**config.mk**
```make
export PLATFORM = sky130hd
export DESIGN_NAME = vga_timing_gen
export DESIGN_NICKNAME = d
export VERILOG_FILES = /design/src/rtl/vga_timing_gen.sv
export SDC_FILE = /design/constraint.sdc
export NUM_CORES = 1
export LEC_CHECK = 0
export BUFFER_PORTS_ARGS = -buffer_cell sky130_fd_sc_hd__buf_2
export CORE_UTILIZATION = 45
export DETAILED_ROUTE_END_ITERATION = 7
export PLACE_DENSITY = 0.7
export SLEW_MARGIN = 15
export SYNTH_ARGS = -nofsm -noshare
export SYNTH_HDL_FRONTEND = slang
export SYNTH_SLANG_ARGS = --single-unit
```
**constraint.sdc**
```tcl
create_clock -name CLOCK_50 -period 1.88 [get_ports CLOCK_50]
set_clock_uncertainty 0.2 [all_clocks]
set_input_delay 0.282 -clock CLOCK_50 [delete_from_list [all_inputs] [get_ports CLOCK_50]]
set_output_delay 0.282 -clock CLOCK_50 [all_outputs]
set_load 0.02 [all_outputs]
```
**src/rtl/vga_timing_gen.sv**
```systemverilog
// ============================================================================
// Module   : vga_timing_gen
// Brief    : VGA raster timing with a pixel-request stage and a registered
//            output stage; VGA_TEST_PATTERN_EN compiles in colour bars.
// Revision : 1.0
// ============================================================================
`default_nettype none
`timescale 1ns/1ps

module vga_timing_gen #(
  parameter int H_ACTIVE = 640,
  parameter int H_FP     = 16,
  parameter int H_SYNC   = 96,
  parameter int H_BP     = 48,
  parameter int V_ACTIVE = 480,
  parameter int V_FP     = 10,
  parameter int V_SYNC   = 2,
  parameter int V_BP     = 33,
  parameter int HS_POL   = 0,
  parameter int VS_POL   = 0,
  parameter int CLK_DIV  = 2,
  parameter int CW       = 8
) (
  input  logic            CLOCK_50,
  input  logic            RESET_N,
  input  logic [3*CW-1:0] RGB_IN,
  input  logic            PATTERN_SEL,
  output logic            PIX_REQ,
  output logic [10:0]     PIX_X,
  output logic [9:0]      PIX_Y,
  output logic            FRAME_START,
  output logic            VGA_CLK,
  output logic            VGA_HS,
  output logic            VGA_VS,
  output logic            VGA_BLANK_N,
  output logic [CW-1:0]   VGA_R,
  output logic [CW-1:0]   VGA_G,
  output logic [CW-1:0]   VGA_B
);

  localparam int H_TOTAL = H_ACTIVE + H_FP + H_SYNC + H_BP;
  localparam int V_TOTAL = V_ACTIVE + V_FP + V_SYNC + V_BP;
  localparam int DIV_W   = $clog2(CLK_DIV);

  localparam logic [DIV_W-1:0] C_DIV_LAST = DIV_W'(CLK_DIV - 1);
  localparam logic [DIV_W-1:0] C_DIV_HALF = DIV_W'(CLK_DIV / 2);
  localparam logic [10:0]      C_H_LAST   = 11'(H_TOTAL - 1);
  localparam logic [10:0]      C_H_ACT    = 11'(H_ACTIVE);
  localparam logic [10:0]      C_HS_BEG   = 11'(H_ACTIVE + H_FP);
  localparam logic [10:0]      C_HS_END   = 11'(H_ACTIVE + H_FP + H_SYNC - 1);
  localparam logic [9:0]       C_V_LAST   = 10'(V_TOTAL - 1);
  localparam logic [9:0]       C_V_ACT    = 10'(V_ACTIVE);
  localparam logic [9:0]       C_VS_BEG   = 10'(V_ACTIVE + V_FP);
  localparam logic [9:0]       C_VS_END   = 10'(V_ACTIVE + V_FP + V_SYNC - 1);
  localparam logic             C_HS_ON    = 1'(HS_POL);
  localparam logic             C_VS_ON    = 1'(VS_POL);

  logic [DIV_W-1:0] div_q, div_d;
  logic [10:0]      h_q, h_d;
  logic [9:0]       v_q, v_d;
  logic             vga_clk_q, vga_clk_d;
  logic             pix_ce, act, hs_act, vs_act;
  logic [3*CW-1:0]  rgb_sel;

  // Request stage
  logic             req_q, req_hs_q, req_vs_q, frame_start_q;
  logic [10:0]      pix_x_q;
  logic [9:0]       pix_y_q;

  // Output stage, one pixel period behind the request stage
  logic             blank_n_q, vga_hs_q, vga_vs_q;
  logic [3*CW-1:0]  rgb_q;

  always_comb begin
    pix_ce    = (div_q == C_DIV_LAST);
    div_d     = pix_ce ? '0 : div_q + 1'b1;
    vga_clk_d = (div_d < C_DIV_HALF);
    h_d       = h_q;
    v_d       = v_q;
    if (pix_ce) begin
      if (h_q == C_H_LAST) begin
        h_d = '0;
        v_d = (v_q == C_V_LAST) ? '0 : v_q + 1'b1;
      end else begin
        h_d = h_q + 1'b1;
      end
    end
    act    = (h_q < C_H_ACT) && (v_q < C_V_ACT);
    hs_act = (h_q >= C_HS_BEG) && (h_q <= C_HS_END);
    vs_act = (v_q >= C_VS_BEG) && (v_q <= C_VS_END);
  end

`ifdef VGA_TEST_PATTERN_EN
  localparam logic [10:0] C_BAR_W = 11'(H_ACTIVE / 8);
  logic [2:0] bar_idx;

  // Bars follow the column of the request whose data is being captured.
  always_comb begin
    bar_idx = 3'(pix_x_q / C_BAR_W);
    rgb_sel = RGB_IN;
    if (PATTERN_SEL) begin
      rgb_sel = {{CW{bar_idx[2]}}, {CW{bar_idx[1]}}, {CW{bar_idx[0]}}};
    end
  end
`else
  logic pattern_sel_unused;
  assign pattern_sel_unused = PATTERN_SEL;
  assign rgb_sel            = RGB_IN;
`endif

  always_ff @(posedge CLOCK_50 or negedge RESET_N) begin
    if (!RESET_N) begin
      div_q         <= '0;
      h_q           <= '0;
      v_q           <= '0;
      vga_clk_q     <= 1'b0;
      req_q         <= 1'b0;
      req_hs_q      <= 1'b0;
      req_vs_q      <= 1'b0;
      frame_start_q <= 1'b0;
      pix_x_q       <= '0;
      pix_y_q       <= '0;
      blank_n_q     <= 1'b0;
      vga_hs_q      <= ~C_HS_ON;
      vga_vs_q      <= ~C_VS_ON;
      rgb_q         <= '0;
    end else begin
      div_q         <= div_d;
      h_q           <= h_d;
      v_q           <= v_d;
      vga_clk_q     <= vga_clk_d;
      frame_start_q <= 1'b0;
      if (pix_ce) begin
        req_q         <= act;
        req_hs_q      <= hs_act;
        req_vs_q      <= vs_act;
        pix_x_q       <= act ? h_q : '0;
        pix_y_q       <= act ? v_q : '0;
        frame_start_q <= (h_q == '0) && (v_q == '0);
        blank_n_q     <= req_q;
        vga_hs_q      <= req_hs_q ? C_HS_ON : ~C_HS_ON;
        vga_vs_q      <= req_vs_q ? C_VS_ON : ~C_VS_ON;
        rgb_q         <= req_q ? rgb_sel : '0;
      end
    end
  end

  assign PIX_REQ     = req_q;
  assign PIX_X       = pix_x_q;
  assign PIX_Y       = pix_y_q;
  assign FRAME_START = frame_start_q;
  assign VGA_CLK     = vga_clk_q;
  assign VGA_HS      = vga_hs_q;
  assign VGA_VS      = vga_vs_q;
  assign VGA_BLANK_N = blank_n_q;
  assign VGA_R       = rgb_q[3*CW-1:2*CW];
  assign VGA_G       = rgb_q[2*CW-1:CW];
  assign VGA_B       = rgb_q[CW-1:0];

endmodule

`default_nettype wire

```
; Word-level counts from Yosys, hierarchy flattened
; Cells that the tools add are included.
[classes]
order_cmp = 7
eq_ne = 2
reduce_logical = 7
mux = 9
add_sub_neg = 3
[ops]
columns = cell, n
row1 = $mux W24, 1
row2 = $mux W11, 2
row3 = $mux W10, 2
row4 = $add A11 B1 Y11 const B, 1
row5 = $eq A11 B10 Y1 const B, 1
row6 = $ge A11 B10 Y1 const B, 1
row7 = $le A11 B10 Y1 const B, 1
row8 = $logic_not A11 Y1, 1
row9 = $lt A11 B10 Y1 const B, 1
row10 = $add A10 B1 Y10 const B, 1
row11 = $eq A10 B10 Y1 const B, 1
row12 = $ge A10 B9 Y1 const B, 1
row13 = $le A10 B9 Y1 const B, 1
row14 = $logic_not A10 Y1, 1
row15 = $lt A10 B9 Y1 const B, 1
row16 = $logic_and A1 B1 Y1, 4
row17 = $mux W1, 4
row18 = $reduce_and A2 Y1, 1
row19 = $add A1 B1 Y1 const B, 1
row20 = $lt A1 B1 Y1 const B, 1
[totals]
in_bits = 27
wordCells = 42
output_inout_bits = 51
register_bits = 75

; Logic depth before layout (Yosys ltp)
; Gate-level depths: netlist (run 1).
[depth]
ltp_word = 3
depth_mapped = 6
mapped_depth_nobuf = 6

; Least setup slack after synthesis (run 1)
; Ideal clock, no wire load.
[synth_path]
kind = register to register
start = reg h_q[1]
end = reg v_q[3]
t_required_ns = 1.611
arrival_time_ns = 1.475
stages_incl_launch_ff = 6
setup_time_ns = 0.069
slack_ns = 0.137
synth_period_minus_slack_ns = 1.743
path_buffers = 0
cell_sequence = dfrtp_1 ha_1 and4_2 nand4_4 or3_1 nand3_1
[synth_via]
elab_chain_len = 2
[synth_lines]
columns = item, line_no
row1 = from (decl), 59  ; logic [10:0] h_q, h_d;
row2 = from (signal assigned), 114  ; h_q <= '0;
row3 = from (signal assigned), 129  ; h_q <= h_d;
row4 = $eq A11 B10 Y1, 81  ; if (h_q == C_H_LAST) begin
row5 = $reduce_and A2 Y1 (no line), n/a
row6 = to (signal assigned), 130  ; v_q <= v_d;
row7 = to (decl), 60  ; logic [9:0] v_q, v_d;
; Every way passes these cells.
; A chain may end at the register's enable or synchronous reset.

; Worst setup path in the final report (run 1)
[layout_path]
start = reg v_q[7]
end = reg v_q[2]
[layout_via]
elab_chain_len = 2
[layout_lines]
columns = item, line_no
row1 = $eq A10 B10 Y1, 83  ; v_d = (v_q == C_V_LAST) ? '0 : v_q + 1'b1;
row2 = $mux W10, 83
; Every way passes these cells.

==> results of run 1 <==
## registers in the layout (all words and copies together) (netlist names), 10 cells and up
register and count:
h_q 11, v_q 10, PIX_Y 10, rgb_q 24
PIX_X 11
## cells in the final DEF (no fill, tap or decap), types with 2 or more instances in the layout
cell type,netlist,routed
nand3_1,35,35
dfstp_2,2,2
nand4_1,7,7
a22o_1,19,19
nand2_1,9,9
dlygate4sd3_1,0,24
buf_4,1,29
clkbuf_8,0,11
nor4_1,3,3
clkinv_2,0,2
buf_2,6,75
nor2_1,10,10
inv_1,32,32
ha_1,4,4
mux2_2,3,3
dfrtp_1,73,72
mux2i_1,3,3
xnor2_1,10,10
and4_1,4,3
o21ai_0,31,31
and3_1,8,8
o31ai_1,2,2
nor2b_1,4,4
## Yosys cell counts, types with 2 or more instances
master | number | share of area
mux2_2 | 3 | 0.011
ha_1 | 4 | 0.016
nand2_1 | 9 | 0.011
dfrtp_1 | 73 | 0.57
buf_1 | 2 | 0.0023
clkbuf_1 | 9 | 0.011
nand4_1 | 7 | 0.014
nor4_1 | 3 | 0.0058
dfstp_2 | 2 | 0.016
o31ai_1 | 2 | 0.0047
and3_1 | 8 | 0.016
nor2_1 | 10 | 0.012
a22o_1 | 19 | 0.052
and4_1 | 4 | 0.011
mux2i_1 | 3 | 0.0093
nor2b_1 | 4 | 0.0078
nand3_1 | 35 | 0.055
inv_1 | 32 | 0.037
xnor2_1 | 10 | 0.027
o21ai_0 | 31 | 0.048
buf_2 | 6 | 0.0093
## per-layer routing
| layer | vias up | routed length (µm) | GRT usage |
|---|---|---|---|
| li1 | 1270 | - | - |
| met1 | 1317 | 3430 | 0.301 |
| met2 | 67 | 3430 | 0.334 |
| met3 | 24 | 262 | 0.0352 |
| met4 | 0 | 254 | 0.120 |
| met5 | - | 0 | 0 |
## stage by stage
step                hold WS [ns]  cell area (µm²)
floorplan                 -0.214             3210
global placement          0.0629             3840
detailed placement        0.0684             3840
CTS                      0.00163             4280
global route              0.0365             4280
finish                 -0.000280             4280
## worst paths after layout
path / start / endpoint / slack [ns] / cells past startpoint
max in group asynchronous: RESET_N / VGA_HS / 0.65 / 3
min in group asynchronous: RESET_N / rgb_q[11] / 0.24 / 2
hold / removal: RGB_IN[20] / rgb_q[20] / -0.0003 / 3
setup reg to reg: v_q[7] / v_q[2] / 0.11 / 4
setup / recovery: v_q[7] / v_q[2] / 0.11 / 4
hold reg to reg: PIX_Y[9] / PIX_Y[9] / 0.30 / 1
## cell type report
type / count / area share
clock buffers: 12 / 0.0362
clock inverters: 4 / 0.0114
inverters: 32 / 0.0280
multi-input cells: 170 / 0.263
flip-flops and latches: 75 / 0.439
well taps: 96 / 0.0280
repair buffers: 128 / 0.195
## kinds of logic after synthesis
family | Yosys count
simple gates | 91
flops | 75
compound gates | 58
buf+inv | 51
xor+xnor | 11
mux | 6
fa+ha+maj | 4
## what timing repair did
action,4_1_cts,5_1_grt
endpoints found under the hold margin,53,0
resized for setup,0,2
setup buffers,0,0
endpoints found under the setup margin,0,3
hold buffers,24,0
## worst min-delay path, cell delays in order
cell     delay [ns]
buf_2          0.08
nand3_1        0.06
o21ai_0        0.08
## report_power, final
part	switching, mW	internal [mW]	leakage [nW]
clock	0.567	0.684	0.106
combinational	0.109	0.0906	1.17
sequential	0.0129	1.64	0.942
==> metrics.md, run 1 <==
| Metric | Value |
|---|---|
| Outcome | `complete, but fails checks` |
| Failing checks | `negative hold slack` |
| Worst vdd ir | `0.000459 V` |
| Reg clk slew, reported paths | `0.08 ns` |
| Max Fclk | `0.566 GHz` |
| CP Class | `reg -> reg` |
| Drt first pass iters | `4` |
| Complex-gate fraction of the synthesized area | `0.120` |
| Die Area | `0.00748 mm²` |
| Post-Synth XOR/XNOR Area | `0.0300` |
| Gpl congestion | `roughly 0.83` |
| Hpwl dp | `4970 µm` |
| #FFs+latches synth | `75` |
| Initial Utilization | `0.470` |
| Routed Antenna Nets | `0` |
| Synth Area in Simple Gates | `0.165` |
| Post-Route WL | `~7400 µm` |
| Mux cell area share after synthesis | `0.0199` |
| PortBufs | `76` |
| Critical Path RT | `1.90 ns` |
| Post-synth EDFFs | `0` |
| Vias in the first global route | `2587` |
| Arrival time at the worst endpoint | `1.79 ns` |
| Core Util, Final | `0.627` |
| Worst-Skew Late Latency | `0.34 ns` |
| Mapped Area | `0.00321 mm²` |
| Initial antenna violation count | `0` |
| Die width | `86.5 µm` |
| Final Hold Viols | `1` |
| DR vias | `2678` |
| Critical Path, Cell by Cell | `nor4_1 -> buf_4 -> nand3_1 -> a221o_1` |
| Max clock buf depth | `2` |
| Synth Flop Type | `dfrtp_1` |
| Largest net degree at the start of global routing | `37` |
| RSZ-0062 raised after global routing | `false` |
| Final setup margin | `0.114 ns` |
| Row Count | `30` |
| Layout cells sized above 1 | `0.314` |
| Largest family of logic cells by synthesized area | `simple AND/OR/NAND/NOR gates` |
| Adder-Cell Fraction of Synth Area | `0.0156` |
| Routed WL per cell | `14.3 µm` |
| Storage cell area | `0.00188 mm²` |
| Worst Path Buf+Inv | `1` |
| Syn_area_per_cell | `about 11 µm²` |
| Setup tns final | `0 ns` |
| Total Nets Final | `447` |
| Crit-path slowest cell | `dfrtp_1` |
| Worst Max-Slew Pin Slew | `0.470 ns` |
| Hold WC Path Type | `in -> reg` |
| Initial DRC count | `approximately 110` |
| Sequential element share of the synthesized area | `0.585` |
| Io pins | `78` |
| Critical path's top delay family | `simple AND/OR/NAND/NOR gates` |
| Syn_nets | `327` |
| Clock period minus worst slack | `1.77 ns` |
| Synth-to-Final Area Change | `33.3%` |
| Area of the multi-input gates | `roughly 0.0011 mm²` |
| Root Buffer Master | `clkbuf_8` |
| Fin Hold WS | `-0.000280 ns` |
| Tcrit/Tclk final | `0.939` |
| Max cap viols | `0` |
| CP Launch Type | `register` |
| Slew margin rel. | `0.684` |
| Core footprint | `0.00683 mm²` |
| Post-synth ARST share | `1.00` |
| Worst setup EP type | `register` |
| Worst Path Max Fanout | `5` |
| CTS tree | `done` |
| Total CTS buffers | `9` |
| Grt total ovfl | `0` |
| # fillers | `approximately 590` |
| Pleak | `2.21 nW` |
| Post-DR vias/cell | `5.18` |
| Final setup viols | `0` |
| DP Cell Count | `477` |
| Diode count | `0` |
| Crit path largest cell delay | `0.42 ns` |
| Yosys cell types | `slightly above 40` |
| Chip Height | `roughly 87 µm` |
| # H-tree levels | `3` |
| Dpl ws | `0.126 ns` |
| PD cells | `724 mW/mm²` |
| First-pass GRT wire length | `12500 µm` |
| Final cell count without fillers | `517` |
| Clock Sinks | `75` |
| Yosys warns | `0` |
| Fin. max-slew vios | `0` |
| Total power | `slightly above 3 mW` |
| Gate Count Post-Synth | `just under 300` |
| DRC | `0` |
| Tot GR Track Use | `0.219` |
No activity file was read; power rests on OpenSTA's default activity.
==> run 2, diff against run 1 <==
--- a/config.mk
+++ b/config.mk
@@ -7,6 +7,8 @@
 export LEC_CHECK = 0
 export BUFFER_PORTS_ARGS = -buffer_cell sky130_fd_sc_hd__buf_2
 export CORE_UTILIZATION = 45
+export CTS_BUF_LIST = sky130_fd_sc_hd__clkbuf_4
+export CTS_CLUSTER_SIZE = 25
 export DETAILED_ROUTE_END_ITERATION = 7
 export PLACE_DENSITY = 0.7
 export SLEW_MARGIN = 15
==> run 2 against run 1 <==
Compared with the run above: the run now ends clean; sequential share of layout area grew 0.66 points; critical path depth is the same; global-route usage fell by 0.12 points; critical endpoint unchanged; highest routed layer unchanged; final area decreased by 1.5%; sequential cell count is the same.
==> metrics.md, run 2 (synthesized netlist as in run 1, its figures left out) <==
| Metric | Value |
|---|---|
| Core footprint | `0.00683 mm² (unchanged)` |
| Post-DR vias/cell | `5.15 (was 5.18)` |
| Routed Antenna Nets | `0 (unchanged)` |
| Total Nets Final | `448 (was 447)` |
| Largest register FFs | `24 (unchanged)` |
| Layout cells sized above 1 | `0.310 (was 0.314)` |
| CP Class | `reg -> reg (unchanged)` |
| Worst-Skew Late Latency | `0.40 ns (was 0.34 ns)` |
| Hold WC Path Type | `in -> async (was in -> reg)` |
| Tot GR Track Use | `0.218 (was 0.219)` |
| CTS tree | `done (unchanged)` |
| Routed WL per cell | `14.2 µm (was 14.3 µm)` |
| Io pins | `78 (unchanged)` |
| RSZ-0062 raised after global routing | `false (unchanged)` |
| DRC | `0 (unchanged)` |
| Worst Path Buf+Inv | `1 (unchanged)` |
| GR peak layer | `met2 (unchanged)` |
| Max clock buf depth | `2 (unchanged)` |
| Reg clk slew, reported paths | `0.13 ns (was 0.08 ns)` |
| Slew margin rel. | `0.683 (was 0.684)` |
| Most frequent cells in the layout | `buf_2, dfrtp_1, nand3_1 (unchanged)` |
| Final setup margin | `0.0966 ns (was 0.114 ns)` |
| Row Count | `30 (unchanged)` |
| Largest register by flop count | `rgb_q (unchanged)` |
| Routing usage on met3 | `0.0390 (was 0.0352)` |
| Total CTS buffers | `9 (unchanged)` |
| Arrival time at the worst endpoint | `1.88 ns (was 1.79 ns)` |
| Worst vdd ir | `0.000436 V (was 0.000459 V)` |
| Setup tns final | `0 ns (unchanged)` |
| Clock Sinks | `75 (unchanged)` |
| Crit-path slowest cell | `dfrtp_1 (unchanged)` |
| Total power | `2.80 mW (was 3.10 mW)` |
| Max cap viols | `0 (unchanged)` |
| Outcome | `finished clean (was complete, but fails checks)` |
| Pleak | `2.19 nW (was 2.21 nW)` |
| Initial Utilization | `0.470 (unchanged)` |
| Critical Path RT | `1.98 ns (was 1.90 ns)` |
| Clock period minus worst slack | `1.78 ns (was 1.77 ns)` |
| Die Area | `0.00748 mm² (unchanged)` |
| Final setup viols | `0 (unchanged)` |
| Core Util, Final | `0.618 (was 0.627)` |
| PD cells | `662 mW/mm² (was 724 mW/mm²)` |
| Initial antenna violation count | `0 (unchanged)` |
| Most common cell after layout, fill and taps aside | `buf_2 (unchanged)` |
| Worst Path Max Fanout | `5 (unchanged)` |
| DR vias | `2666 (was 2678)` |
| Met1 GRT Util | `0.297 (was 0.301)` |
| Worst Max-Slew Pin Slew | `0.472 ns (was 0.470 ns)` |
| PortBufs | `76 (unchanged)` |
| Grt total ovfl | `0 (unchanged)` |
| Max Fclk | `0.561 GHz (was 0.566 GHz)` |
| Vias in the first global route | `2620 (was 2587)` |
| Root Buffer Master | `clkbuf_4 (was clkbuf_8)` |
| Tcrit/Tclk final | `0.949 (was 0.939)` |
| CP Launch Type | `register (unchanged)` |
| Die width | `86.5 µm (unchanged)` |
| Drt first pass iters | `4 (unchanged)` |
| Gpl congestion | `0.830 (unchanged)` |
| Fin Hold WS | `0.154 ns (was -0.000280 ns)` |
| Final Hold Viols | `0 (was 1)` |
| # H-tree levels | `3 (unchanged)` |
| Critical Path, Cell by Cell | `nor4_1 -> buf_4 -> nand3_1 -> a221o_1 (unchanged)` |
| Diode count | `0 (unchanged)` |
| Hpwl dp | `4970 µm (unchanged)` |
| Synth-to-Final Area Change | `31.3% (was 33.3%)` |
| Post-Route WL | `7370 µm (was 7380 µm)` |
| Initial DRC count | `118 (was 105)` |
| Crit path largest cell delay | `0.44 ns (was 0.42 ns)` |
| Met2 GRT Util | `0.333 (was 0.334)` |
| Dpl ws | `0.126 ns (unchanged)` |
| Worst setup EP type | `register (unchanged)` |
| Chip Height | `86.5 µm (unchanged)` |
| Fin. max-slew vios | `0 (unchanged)` |
| First-pass GRT wire length | `12400 µm (was 12500 µm)` |
| Critical path's top delay family | `simple AND/OR/NAND/NOR gates (unchanged)` |
| Largest net degree at the start of global routing | `37 (unchanged)` |
[run 2: cell count changes in the layout (fill, tap and decap cells not counted), sizes merged]
cell         previous run  this run
clkinv                  3         5
dlygate4sd3            24        25
clkbuf                 12        10
[run 2: worst paths after layout]
path                           from        end  slack [ns]  cells past startpoint
min in group CLOCK_50      PIX_Y[9]   PIX_Y[9]        0.31                      1
max reg2reg                  v_q[7]     v_q[2]         0.1                      4
min                         RESET_N  rgb_q[11]        0.15                      2
max in group asynchronous   RESET_N     VGA_HS        0.72                      3
max                          v_q[7]     v_q[2]         0.1                      4
min reg2reg                PIX_Y[9]   PIX_Y[9]        0.31                      1
[run 2: worst register-to-register path, cell delays in order (launching register included)]
cell and delay [ns]:
dfrtp_1 0.44, nor4_1 0.32, buf_4 0.18, nand3_1 0.20, a221o_1 0.34
[run 2: final cells by class]
type | count | area, µm²
Sequential cell | 75 | 1880
Clock inverter | 6 | 56.3
Timing Repair Buffer | 129 | 843
Multi-Input combinational cell | 170 | 1120
Clock buffer | 10 | 75.1
Inverter | 32 | 120
Fill cell | 601 | 2610
Tap cell | 96 | 120
[run 2: repair_timing]
item,in CTS,in global routing
buffers inserted,0,0
gates resized for setup,0,1
setup endpoints to repair,0,2
hold endpoints to repair,59,0
hold buffers,25,0
[run 2: through the flow]
stage          std cells  instance area (µm²)
5_1_grt              518                 4220
3_3_place_gp         477                 3840
2_1_floorplan        296                 3210
4_1_cts              518                 4220
3_5_place_dp         477                 3840
6_report             518                 4220
[run 2: metal layers]
layer	wire length (µm)	up-vias
met5	0	-
met4	249	0
met3	292	25
met2	3440	73
met1	3380	1295
li1	-	1273
[run 2: report_power, final]
part	switching [mW]	leakage, nW	internal (mW)
registers	0.0133	0.942	1.64
logic	0.110	1.17	0.0920
clock network	0.531	0.0752	0.410
==> run 3, diff against run 2 <==
--- a/config.mk
+++ b/config.mk
@@ -10,8 +10,9 @@
 export CTS_BUF_LIST = sky130_fd_sc_hd__clkbuf_4
 export CTS_CLUSTER_SIZE = 25
 export DETAILED_ROUTE_END_ITERATION = 7
-export PLACE_DENSITY = 0.7
+export PLACE_DENSITY = 0.72
 export SLEW_MARGIN = 15
 export SYNTH_ARGS = -nofsm -noshare
 export SYNTH_HDL_FRONTEND = slang
 export SYNTH_SLANG_ARGS = --single-unit
+export TNS_END_PERCENT = 30
==> run 3 against run 2 <==
Compared with the run above: via count decreased by 1.8%; wire length grew 1.6%; sequential cell count unchanged; global-route usage increased by 0.15 points; sequential power barely moved; fmax fell by 2.6%; power increased by 0.56%.
==> metrics.md, run 3 (synthesized netlist as in run 1, its figures left out) <==
| Metric | Value |
|---|---|
| Outcome | `finished clean (unchanged)` |
| Post-DP Area | `0.00383 mm² (was 0.00384 mm²)` |
| PortBufs | `76 (unchanged)` |
| # H-tree levels | `3 (unchanged)` |
| Grt total ovfl | `0 (unchanged)` |
| Post-route cell area | `0.00422 mm² (about the same)` |
| Row Count | `30 (unchanged)` |
| Gpl congestion | `0.870 (was 0.830)` |
| Max cap viols | `0 (unchanged)` |
| Most common cell after layout, fill and taps aside | `buf_2 (unchanged)` |
| Core footprint | `0.00683 mm² (unchanged)` |
| Worst Path Max Fanout | `27 (was 5)` |
| Pleak | `2.17 nW (was 2.19 nW)` |
| Diode count | `0 (unchanged)` |
| Worst Max-Slew Pin Slew | `0.465 ns (was 0.472 ns)` |
| Initial antenna violation count | `0 (unchanged)` |
| RSZ-0062 raised after global routing | `false (unchanged)` |
| Sequential share of power | `0.588 (was 0.591)` |
| Routed Antenna Nets | `0 (unchanged)` |
| Setup tns final | `0 ns (unchanged)` |
| Routed WL per cell | `14.6 µm (was 14.2 µm)` |
| Arrival time at the worst endpoint | `1.35 ns (was 1.88 ns)` |
| Final setup viols | `0 (unchanged)` |
| CP Class | `reg -> out (was reg -> reg)` |
| CP Launch Type | `register (unchanged)` |
| Logic pwr share | `0.072 (about the same)` |
| Switching Share | `0.238 (was 0.234)` |
| Critical Path RT | `1.40 ns (was 1.98 ns)` |
| GR peak layer | `met2 (unchanged)` |
| Setup Buffers After CTS | `0 (unchanged)` |
| Crit-path slowest cell | `dfrtp_2 (was dfrtp_1)` |
| Initial DRC count | `160 (was 118)` |
| DRC | `0 (unchanged)` |
| Drt first pass iters | `4 (unchanged)` |
| Root Buffer Master | `clkbuf_4 (unchanged)` |
| Initial Utilization | `0.470 (unchanged)` |
| Chip Height | `86.5 µm (unchanged)` |
| NetSw | `0.668 mW (was 0.654 mW)` |
| Layout cells sized above 1 | `0.311 (was 0.310)` |
| Routing usage on met3 | `0.0486 (was 0.0390)` |
| Io pins | `78 (unchanged)` |
| Fin. max-slew vios | `0 (unchanged)` |
| Max clock buf depth | `2 (unchanged)` |
| Final Hold Viols | `0 (unchanged)` |
| Worst setup EP type | `primary output (was register)` |
| Crit path largest cell delay | `0.68 ns (was 0.44 ns)` |
| Total Nets Final | `444 (was 448)` |
| Hpwl dp | `4920 µm (was 4970 µm)` |
| Clock Power Share | `0.340 (was 0.337)` |
| Met1 GRT Util | `0.285 (was 0.297)` |
| Internal power | `2.14 mW (about the same)` |
| Reg clk slew, reported paths | `0.12 ns (was 0.13 ns)` |
| First-pass GRT wire length | `12400 µm (about the same)` |
| Hold WC Path Type | `in -> async (unchanged)` |
| Largest net degree at the start of global routing | `49 (was 37)` |
| Clock Sinks | `75 (unchanged)` |
| Post-Route WL | `7490 µm (was 7370 µm)` |
| Post-DR vias/cell | `5.10 (was 5.15)` |
| Worst-Skew Late Latency | `0.42 ns (was 0.40 ns)` |
| Slew margin rel. | `0.688 (was 0.683)` |
| Max Fclk | `0.546 GHz (was 0.561 GHz)` |
| Most frequent cells in the layout | `buf_2, dfrtp_1, nand3_1 (unchanged)` |
| CTS tree | `done (unchanged)` |
| Worst Path Buf+Inv | `1 (unchanged)` |
| Setup crit start | `PIX_REQ (was v_q[7])` |
| Vias in the first global route | `2567 (was 2620)` |
| Die Area | `0.00748 mm² (unchanged)` |
| Largest register FFs | `24 (unchanged)` |
| Total CTS buffers | `9 (unchanged)` |
| Tot GR Track Use | `0.219 (was 0.218)` |
| # fillers | `578 (was 601)` |
| Die width | `86.5 µm (unchanged)` |
| Critical Path, Cell by Cell | `buf_2 (was nor4_1 -> buf_4 -> nand3_1 -> a221o_1)` |
| Largest register by flop count | `rgb_q (unchanged)` |
| DR vias | `2619 (was 2666)` |
| PD cells | `666 mW/mm² (was 662 mW/mm²)` |
| RR Startpoint | `h_q[1] (was v_q[7])` |
| Met2 GRT Util | `0.338 (was 0.333)` |
| Synth-to-Final Area Change | `31.4% (was 31.3%)` |
| Critical path's top delay family | `flip-flops (was simple AND/OR/NAND/NOR gates)` |
| Clock period minus worst slack | `1.83 ns (was 1.78 ns)` |
| Worst vdd ir | `0.000249 V (was 0.000436 V)` |
| Tcrit/Tclk final | `0.974 (was 0.949)` |
## run 3: changes by cell type in the layout (fill, tap and decap cells not counted), sizes merged
cell,delta
clkinv,-1
buf,-4
clkinvlp,+1
## run 3: tightest hold or removal path, cell delays in order
cell and delay [ns]:
dlygate4sd3_1 0.52, buf_2 0.16, buf_12 0.19
## run 3: path summary, 6_finish.rpt
kind	end	slack, ns	cells past startpoint
hold / removal	rgb_q[16]	0.17	3
setup reg to reg	v_q[3]	0.09	5
setup / recovery	PIX_REQ	0.05	1
hold reg to reg	PIX_Y[9]	0.31	1
max in group asynchronous	VGA_VS	0.98	3
min in group CLOCK_50	PIX_Y[9]	0.31	1
## run 3: final cells by class
type	instances	area [µm²]	area share
tap	96	120	0.0284
timing repair buffer	125	836	0.198
clock buffer	10	75.1	0.0178
inverter	32	120	0.0284
clock inverter	6	56.3	0.0133
multi-input combinational	170	1130	0.269
sequential	75	1880	0.445
## run 3: what timing repair did
action,CTS,global route
hold endpoints to repair,99,0
setup endpoints to repair,1,4
hold buffers,25,0
resized for setup,1,4
## run 3: power groups by stage
stage | combinational (mW) | clock (mW) | sequential, mW
global route | 0.227 | 1.05 | 1.66
detailed placement | 0.165 | 0 | 1.68
floorplan | 0.0281 | 0 | 1.72
finish | 0.204 | 0.954 | 1.65
global placement | 0.159 | 0 | 1.68
CTS | 0.205 | 0.979 | 1.65
## run 3: stage by stage
stage	power, mW	hold slack, ns	cells	setup WS (ns)	util
6_report	2.81	0.168	514	0.0484	0.618
5_1_grt	2.93	0.170	514	0.000454	0.618
4_1_cts	2.84	0.150	514	0.0158	0.616
3_5_place_dp	1.85	0.0943	473	0.0806	0.560
3_3_place_gp	1.84	0.0898	473	0.105	0.560
2_1_floorplan	1.75	-0.214	296	0.137	-
## run 3: per-layer routing
| metal | vias to the layer above | part of all wire |
|---|---|---|
| li1 | 1265 | - |
| met1 | 1268 | 0.45 |
| met2 | 68 | 0.49 |
| met3 | 18 | 0.038 |
| met4 | 0 | 0.029 |
| met5 | - | 0 |
